## config.mk

```make
export PLATFORM = sky130hd
export DESIGN_NAME = mips_multicycle_ctrl
export DESIGN_NICKNAME = d
export VERILOG_FILES = /design/src/rtl/mips_multicycle_ctrl.sv
export SDC_FILE = /design/constraint.sdc
export NUM_CORES = 1
export LEC_CHECK = 0
export ABC_AREA = 1
export ABC_CLOCK_PERIOD_IN_PS = 1950
export CAP_MARGIN = 20
export CORE_ASPECT_RATIO = 1.4
export CORE_MARGIN = 3
export CORE_UTILIZATION = 50
export CTS_CLUSTER_DIAMETER = 40
export DETAILED_ROUTE_END_ITERATION = 16
export PLACE_DENSITY = 0.8
export SETUP_SLACK_MARGIN = 0.05
export SLEW_MARGIN = 20
export SYNTH_ARGS = -nofsm -noshare
export SYNTH_HDL_FRONTEND = slang
export SYNTH_SLANG_ARGS = --single-unit
```

## constraint.sdc

```tcl
create_clock -name clk -period 1.95 [get_ports clk]
set_input_delay 0.4875 -clock clk [delete_from_list [all_inputs] [get_ports clk]]
set_output_delay 0.4875 -clock clk [all_outputs]
set_load 0.05 [all_outputs]
```

## src/rtl/mips_multicycle_ctrl.sv

```systemverilog
// Multicycle control FSM for the MIPS core.
// Sequences the shared ALU, unified memory port, IR, register file and PC through
// fetch / decode / execute / memory / writeback. Memory states wait on mem_ready and
// abort after MEM_TIMEOUT consecutive not-ready cycles.
//
// Ports:
//   clk, rst            clock (rising edge), asynchronous active-high reset
//   opcode, funct       IR fields, captured in DECODE
//   Zero                ALU compare flag, gates pc_write in EXEC_BR
//   mem_ready           memory access completes this cycle
//   ALUSrc, ALUCtrl     ALU operand select and operation
//   mem_read/mem_write  memory requests, IorD selects PC (0) or ALU result (1) address
//   ir_write, reg_write, RegDst, MemtoReg, pc_write, pc_src   datapath enables/selects
//   instr_done, illegal_op, mem_timeout                       one-cycle status pulses
module mips_multicycle_ctrl #(
  parameter int unsigned MEM_TIMEOUT = 15
) (
  input  logic       clk,
  input  logic       rst,
  input  logic [5:0] opcode,
  input  logic [5:0] funct,
  input  logic       Zero,
  input  logic       mem_ready,
  output logic       ALUSrc,
  output logic [3:0] ALUCtrl,
  output logic       mem_read,
  output logic       mem_write,
  output logic       IorD,
  output logic       ir_write,
  output logic       reg_write,
  output logic       RegDst,
  output logic       MemtoReg,
  output logic       pc_write,
  output logic [1:0] pc_src,
  output logic       instr_done,
  output logic       illegal_op,
  output logic       mem_timeout
);

  localparam logic [5:0] OpRtype = 6'b000000;
  localparam logic [5:0] OpLw    = 6'b100011;
  localparam logic [5:0] OpSw    = 6'b101011;
  localparam logic [5:0] OpAddi  = 6'b001000;
  localparam logic [5:0] OpBeq   = 6'b000100;
  localparam logic [5:0] OpBne   = 6'b000101;
  localparam logic [5:0] OpJ     = 6'b000010;

  localparam logic [3:0] AluAdd = 4'b0000;
  localparam logic [3:0] AluBeq = 4'b0111;
  localparam logic [3:0] AluBne = 4'b1000;

  // The limit is hit on the MEM_TIMEOUT-th not-ready cycle, i.e. while the count still
  // holds MEM_TIMEOUT-1.
  localparam logic [3:0] WaitLimit = 4'(MEM_TIMEOUT - 1);

  typedef enum logic [3:0] {
    StFetch, StDecode, StExecR, StExecAddr, StExecAddi, StExecBr, StMemRd,
    StMemWr, StWbR, StWbMem, StWbI, StJump, StErr
  } state_e;

  state_e     state_q, state_d;
  logic [5:0] op_q, funct_q;
  logic [3:0] wait_q;
  logic [3:0] r_ctrl;
  logic       r_ok;
  logic       mem_state;
  logic       timeout_hit;

  // R-type funct decode from the latched IR field
  always_comb begin
    r_ok   = 1'b1;
    r_ctrl = AluAdd;
    case (funct_q)
      6'b100000: r_ctrl = 4'b0000;
      6'b100010: r_ctrl = 4'b0001;
      6'b100100: r_ctrl = 4'b0010;
      6'b100101: r_ctrl = 4'b0011;
      6'b000000: r_ctrl = 4'b0100;
      6'b000010: r_ctrl = 4'b0101;
      6'b101010: r_ctrl = 4'b0110;
      default:   r_ok   = 1'b0;
    endcase
  end

  assign mem_state   = state_q inside {StFetch, StMemRd, StMemWr};
  assign timeout_hit = mem_state && !mem_ready && (wait_q == WaitLimit);

  always_comb begin
    state_d     = state_q;
    ALUSrc      = 1'b0;
    ALUCtrl     = AluAdd;
    mem_read    = 1'b0;
    mem_write   = 1'b0;
    IorD        = 1'b0;
    ir_write    = 1'b0;
    reg_write   = 1'b0;
    RegDst      = 1'b0;
    MemtoReg    = 1'b0;
    pc_write    = 1'b0;
    pc_src      = 2'b00;
    instr_done  = 1'b0;
    illegal_op  = 1'b0;
    mem_timeout = 1'b0;

    unique case (state_q)
      StFetch: begin
        mem_read = 1'b1;
        if (mem_ready) begin
          ir_write = 1'b1;
          pc_write = 1'b1;
          state_d  = StDecode;
        end else if (timeout_hit) begin
          mem_timeout = 1'b1;
        end
      end
      StDecode: begin
        // Dispatch on the live IR field; the latched copy is valid from the next cycle
        case (opcode)
          OpRtype:     state_d = StExecR;
          OpLw, OpSw:  state_d = StExecAddr;
          OpAddi:      state_d = StExecAddi;
          OpBeq, OpBne: state_d = StExecBr;
          OpJ:         state_d = StJump;
          default:     state_d = StErr;
        endcase
      end
      StExecR: begin
        ALUCtrl = r_ok ? r_ctrl : AluAdd;
        state_d = r_ok ? StWbR : StErr;
      end
      StExecAddr: begin
        ALUSrc  = 1'b1;
        state_d = (op_q == OpSw) ? StMemWr : StMemRd;
      end
      StExecAddi: begin
        ALUSrc  = 1'b1;
        state_d = StWbI;
      end
      StExecBr: begin
        ALUCtrl    = (op_q == OpBne) ? AluBne : AluBeq;
        pc_src     = 2'b01;
        pc_write   = Zero;
        instr_done = 1'b1;
        state_d    = StFetch;
      end
      StMemRd, StMemWr: begin
        mem_read  = (state_q == StMemRd);
        mem_write = (state_q == StMemWr);
        IorD      = 1'b1;
        ALUSrc    = 1'b1;
        if (mem_ready) begin
          instr_done = (state_q == StMemWr);
          state_d    = (state_q == StMemWr) ? StFetch : StWbMem;
        end else if (timeout_hit) begin
          mem_timeout = 1'b1;
          state_d     = StFetch;
        end
      end
      StWbR: begin
        reg_write  = 1'b1;
        RegDst     = 1'b1;
        ALUCtrl    = r_ctrl;
        instr_done = 1'b1;
        state_d    = StFetch;
      end
      StWbI: begin
        reg_write  = 1'b1;
        ALUSrc     = 1'b1;
        instr_done = 1'b1;
        state_d    = StFetch;
      end
      StWbMem: begin
        reg_write  = 1'b1;
        MemtoReg   = 1'b1;
        instr_done = 1'b1;
        state_d    = StFetch;
      end
      StJump: begin
        pc_write   = 1'b1;
        pc_src     = 2'b10;
        instr_done = 1'b1;
        state_d    = StFetch;
      end
      StErr: begin
        illegal_op = 1'b1;
        state_d    = StFetch;
      end
      default: state_d = StFetch;
    endcase

    // Reset state is FETCH, which would otherwise request memory; hold everything quiet
    if (rst) begin
      ALUSrc      = 1'b0;
      ALUCtrl     = AluAdd;
      mem_read    = 1'b0;
      mem_write   = 1'b0;
      IorD        = 1'b0;
      ir_write    = 1'b0;
      reg_write   = 1'b0;
      RegDst      = 1'b0;
      MemtoReg    = 1'b0;
      pc_write    = 1'b0;
      pc_src      = 2'b00;
      instr_done  = 1'b0;
      illegal_op  = 1'b0;
      mem_timeout = 1'b0;
    end
  end

  always_ff @(posedge clk or posedge rst) begin
    if (rst) begin
      state_q <= StFetch;
      op_q    <= '0;
      funct_q <= '0;
      wait_q  <= '0;
    end else begin
      state_q <= state_d;
      if (state_q == StDecode) begin
        op_q    <= opcode;
        funct_q <= funct;
      end
      // Any state change (including FETCH re-entry on timeout) restarts the wait count
      if ((state_d != state_q) || timeout_hit) begin
        wait_q <= '0;
      end else if (mem_state && !mem_ready) begin
        wait_q <= wait_q + 4'd1;
      end
    end
  end

endmodule

```

==> results of run 1 <==
-- cell usage after synthesis --
library cell and number:
nand3_2 4, xnor2_1 1, o21ai_0 11, a31oi_1 1
nor2_2 4, nand3_1 24, nand2_2 3, o311ai_0 1
inv_1 24, xor2_1 1, nand2_4 1, inv_2 6
a21oi_1 3, nor2_1 40, nand2_1 53, o211ai_1 1
o21ai_2 1, clkinv_1 1, clkbuf_1 3, nand3b_1 1
buf_2 1, dfrtp_1 20, nand4_1 3, ha_1 2
nor3_1 4, nor2_8 1, a211o_1 1, nor4b_1 1
nor2_4 2, nor4_1 1
-- stage by stage --
| step | worst slack (ns) | setup TNS [ns] |
|---|---|---|
| floorplan | -0.198 | -1.13 |
| global placement | -0.299 | -3.45 |
| detailed placement | -0.325 | -3.75 |
-- kinds of logic after synthesis --
group,after synthesis
AOI/OAI and AO/OA,19
and+or+nand+nor,142
xor gates and xnor gates,2
DFF,20
buffers and inverters,35
adders and majority gates,2
==> impl_metrics.tcl, run 1 <==
set metrics [dict create \
    status "aborted with a tool error" \
    haltStage "clock tree synthesis" \
    tool.error "[ERROR DPL-0033] detailed placement checks failed during check placement." \
    syn-num-nets 238 \
    ys_top_cells_by_area "dfrtp_1 (34%), nand2_1 (14%), nor2_1 (10%), nand3_1 (8.3%), inv_1 (6.2%)" \
    cts_resized 72 \
    gp_congestion 0.972 \
    place_area_um2 2220 \
    synth_top_area_share_pct 34.4 \
    muxShareOfSynthArea_pct 0 \
    synth_cells 220 \
    ctsHoldBuffers 0 \
    synth-xor-area-share_pct 1.20 \
    yosysSeqAreaShare_pct 34.4 \
    portBuffers 33 \
    post-dp-hpwl_mm 2.98 \
    cts_buffers 3 \
    synth.ff_latch_count 20 \
    synth_fa_ha_area_share_pct 1.72 \
    row_count 22 \
    cts_sinks 20 \
    die_w_um 51.6 \
    synth_top_family_by_area "simple AND/OR/NAND/NOR gates" \
    h-tree-depth 1 \
    syn_area_per_cell_um2 6.61 \
    synth-simple-area-share_pct 46.0 \
    io_pins 34 \
    synth_area_um2 1450 \
    synth-compound-area-share_pct 7.57 \
    placed_cells 320 \
    clockBufferDepth 2 \
    synth.distinct_cells 30 \
    clock-root-buffer "clkbuf_4" \
    ys_warn_count 0 \
    die_y_um 69.8 \
    yosysTopAreaCell "dfrtp_1" \
    start_util_pct 53.9 \
    postCtsSetupRepairBufs 15 \
]
==> run 2, diff against run 1 <==
- CORE_ASPECT_RATIO: 1.4 -> not set
- CORE_UTILIZATION: 50 -> 38
- CTS_CLUSTER_DIAMETER: 40 -> not set
- PLACE_DENSITY: 0.8 -> not set
- PLACE_DENSITY_LB_ADDON: not set -> 0.15
- SETUP_SLACK_MARGIN: 0.05 -> not set
==> run 2 against run 1 <==
Synthesized cell count unchanged. The flow now finishes, with violations (setup timing). Synthesized area stayed put.
==> impl_metrics.tcl, run 2 <==
set metrics [dict create \
    p_clk_share_pct 10.9 \
    p_per_area_nw_per_um2 1390 \
    ant_nets 0 \
    syn-num-nets 238 \
    reg_top3 "funct_q x6, op_q x6" \
    worstRegToRegCells 13 \
    finClkSkew_ns 0.00789 \
    portBuffers 33 \
    end_kind "output pin" \
    slew_viol_final 0 \
    p_leak_nw 1.34 \
    die_area_um2 4600 \
    drive_gt1_share_pct 49.5 \
    timing.fmax_mhz 447 \
    synth_edf_count 0 \
    path_clk_slew_ns 0.08 \
    cts_tree "yes" \
    synth_top_flop_cell "dfrtp_1" \
    coreArea_um2 3490 \
    crit_path_max_fanout 4 \
    yosysTopAreaCell "dfrtp_1" \
    crit_required_ns 1.46 \
    cp_data_arrival_time_ns 1.75 \
    crit_type "register to output pin" \
    synth_cells 220 \
    first_global_vias 1690 \
    reg2reg_slack_ns 0.15 \
    io_pins 34 \
    vias_per_cell 5.18 \
    mostFrequentLayoutCells "nand2_1 (48), buf_4 (38), nor2_1 (20)" \
    start_util_pct 41.6 \
    clock-root-buffer "clkbuf_8" \
    grt_usage_pct 21.6 \
    rsz0062_at_grt "yes" \
    post-place-ws_ns -0.269 \
    status "finished with violations" \
    fin_crit_sh_pct 115 \
    synth_top_area_share_pct 34.4 \
    p_total_mw 3.89 \
    p_sw_mw 1.85 \
    layout_setup_ws_ns -0.286 \
    row_count 21 \
    maxCapViolations 0 \
    h-tree-depth 1 \
    post-synth-top-count-cell "nand2_1" \
    overflow 0 \
    tightest_slew_ns 0.275 \
    wire_per_inst_um 14.3 \
    irDropWorstVdd_v 0.000746 \
    die_w_um 67.9 \
    synth.top_cells.by_count "nand2_1 (53), nor2_1 (40), inv_1 (24), nand3_1 (24), dfrtp_1 (20)" \
    yosysSeqAreaShare_pct 34.4 \
    layout_commonest_cell "nand2_1" \
    grt_max_degree 17 \
    drt_first_pass_iters 4 \
    gp_congestion 0.866 \
    internal_power_mw 2.04 \
    layout_min_cycle_time_ns 2.24 \
    worstSetupStartpointType "register" \
    finalHoldViolations 0 \
    clockBufferDepth 2 \
    nFillCells 213 \
    drt-initial-drc-count 87 \
    grt_pass1_wl_mm 7.59 \
    post-dp-hpwl_mm 3.20 \
    ys_top_cells_by_area "dfrtp_1 (34%), nand2_1 (14%), nor2_1 (10%), nand3_1 (8.3%), inv_1 (6.2%)" \
    r2r-end "wait_q[1]" \
    nets 324 \
    synth_area_um2 1450 \
    synth.distinct_cells 30 \
    p_seq_share_pct 21.0 \
    clk_latency_ns 0.27 \
    slew-limit-headroom_pct 81.5 \
    synth.ff_latch_count 20 \
    power_frac_comb_pct 68.1 \
    swShare_pct 47.7 \
    violations "setup timing" \
    vias 1817 \
    ys_warn_count 0 \
    cts_buffers 3 \
    die_y_um 67.9 \
    async_reset_ff_share_pct 100 \
    syn_area_per_cell_um2 6.61 \
    insertedDiodeCount 0 \
    wirelength_mm 5.04 \
    antenna_found_initial 0 \
    cts_sinks 20 \
    hold_path.class "primary input to asynchronous set/reset pin" \
    area_delta_synth_final_pct 91.9 \
    setup_violations 10 \
    drc 0 \
    r2r-start "state_q[1]" \
]
## run 2: logic make-up after synthesis
kind of cell               share of synthesized area (%)
and+or+nand+nor                                     46.0
buffers and inverters                               9.12
adders and majority gates                           1.72
DFF                                                 34.4
AOI/OAI and AO/OA                                   7.57
xor gates and xnor gates                            1.21
## run 2: cell type report
type / instances / area [µm²] / share of cell area (%)
clock inverters: 1 / 30.0 / 1.08
multi-input cells: 165 / 1140 / 40.8
well taps: 46 / 57.6 / 2.06
flip-flops and latches: 20 / 508 / 18.2
clock buffers: 3 / 41.3 / 1.48
inverters: 31 / 128 / 4.57
repair buffers: 85 / 888 / 31.8
## run 2: per-stage QoR
step                area (µm²)  TNS (ns)  cells  util (%)  hold WS, ns
global route              2790     -2.18    351      79.8        0.245
floorplan                 1520    -0.990    220         -        0.357
global placement          2260     -3.09    333      64.7        0.479
finish                    2790     -1.22    351      79.8        0.254
detailed placement        2260     -3.53    333      64.7        0.481
CTS                       2580    -0.610    344      73.9        0.372
## run 2: worst max-delay path by stage
stage                    start         end
CTS                    op_q[5]  ALUCtrl[3]
detailed placement         rst   mem_write
finish              funct_q[1]  ALUCtrl[0]
floorplan                  rst    pc_write
global placement           rst    pc_write
global route        funct_q[5]  ALUCtrl[0]
## run 2: worst max-delay path, cell delays in order, from the launching register on
cell and delay [ns]:
dfrtp_1 0.41, inv_2 0.10, nand4_1 0.14, o311ai_4 0.29, nand2_1 0.12, nand3_1 0.11
nand2_1 0.08, inv_1 0.07, buf_6 0.15
## run 2: power groups by stage
stage / Sequential [mW] / Combinational (mW) / Clock, mW
finish: 0.818 / 2.65 / 0.424
global route: 0.844 / 2.86 / 0.441
global placement: 0.763 / 1.90 / 0
floorplan: 0.728 / 1.20 / 0
detailed placement: 0.771 / 1.94 / 0
CTS: 0.798 / 2.31 / 0.422
## run 2: repair_timing
action / in CTS / in global routing
endpoints found under the setup margin: 18 / 22
gates resized for setup: 64 / 39
buffers inserted: 7 / 7
hold buffers: 0 / 0
pin swaps: 12 / 10
## run 2: metal layers
metal | track usage [%] | routed length (µm) | up-vias
met4 | 7.44 | 238 | 0
li1 | - | - | 874
met2 | 38.6 | 2590 | 71
met5 | 0 | 0 | -
met1 | 26.8 | 1970 | 850
met3 | 2.46 | 235 | 22
(Power assumes the default switching activity.)
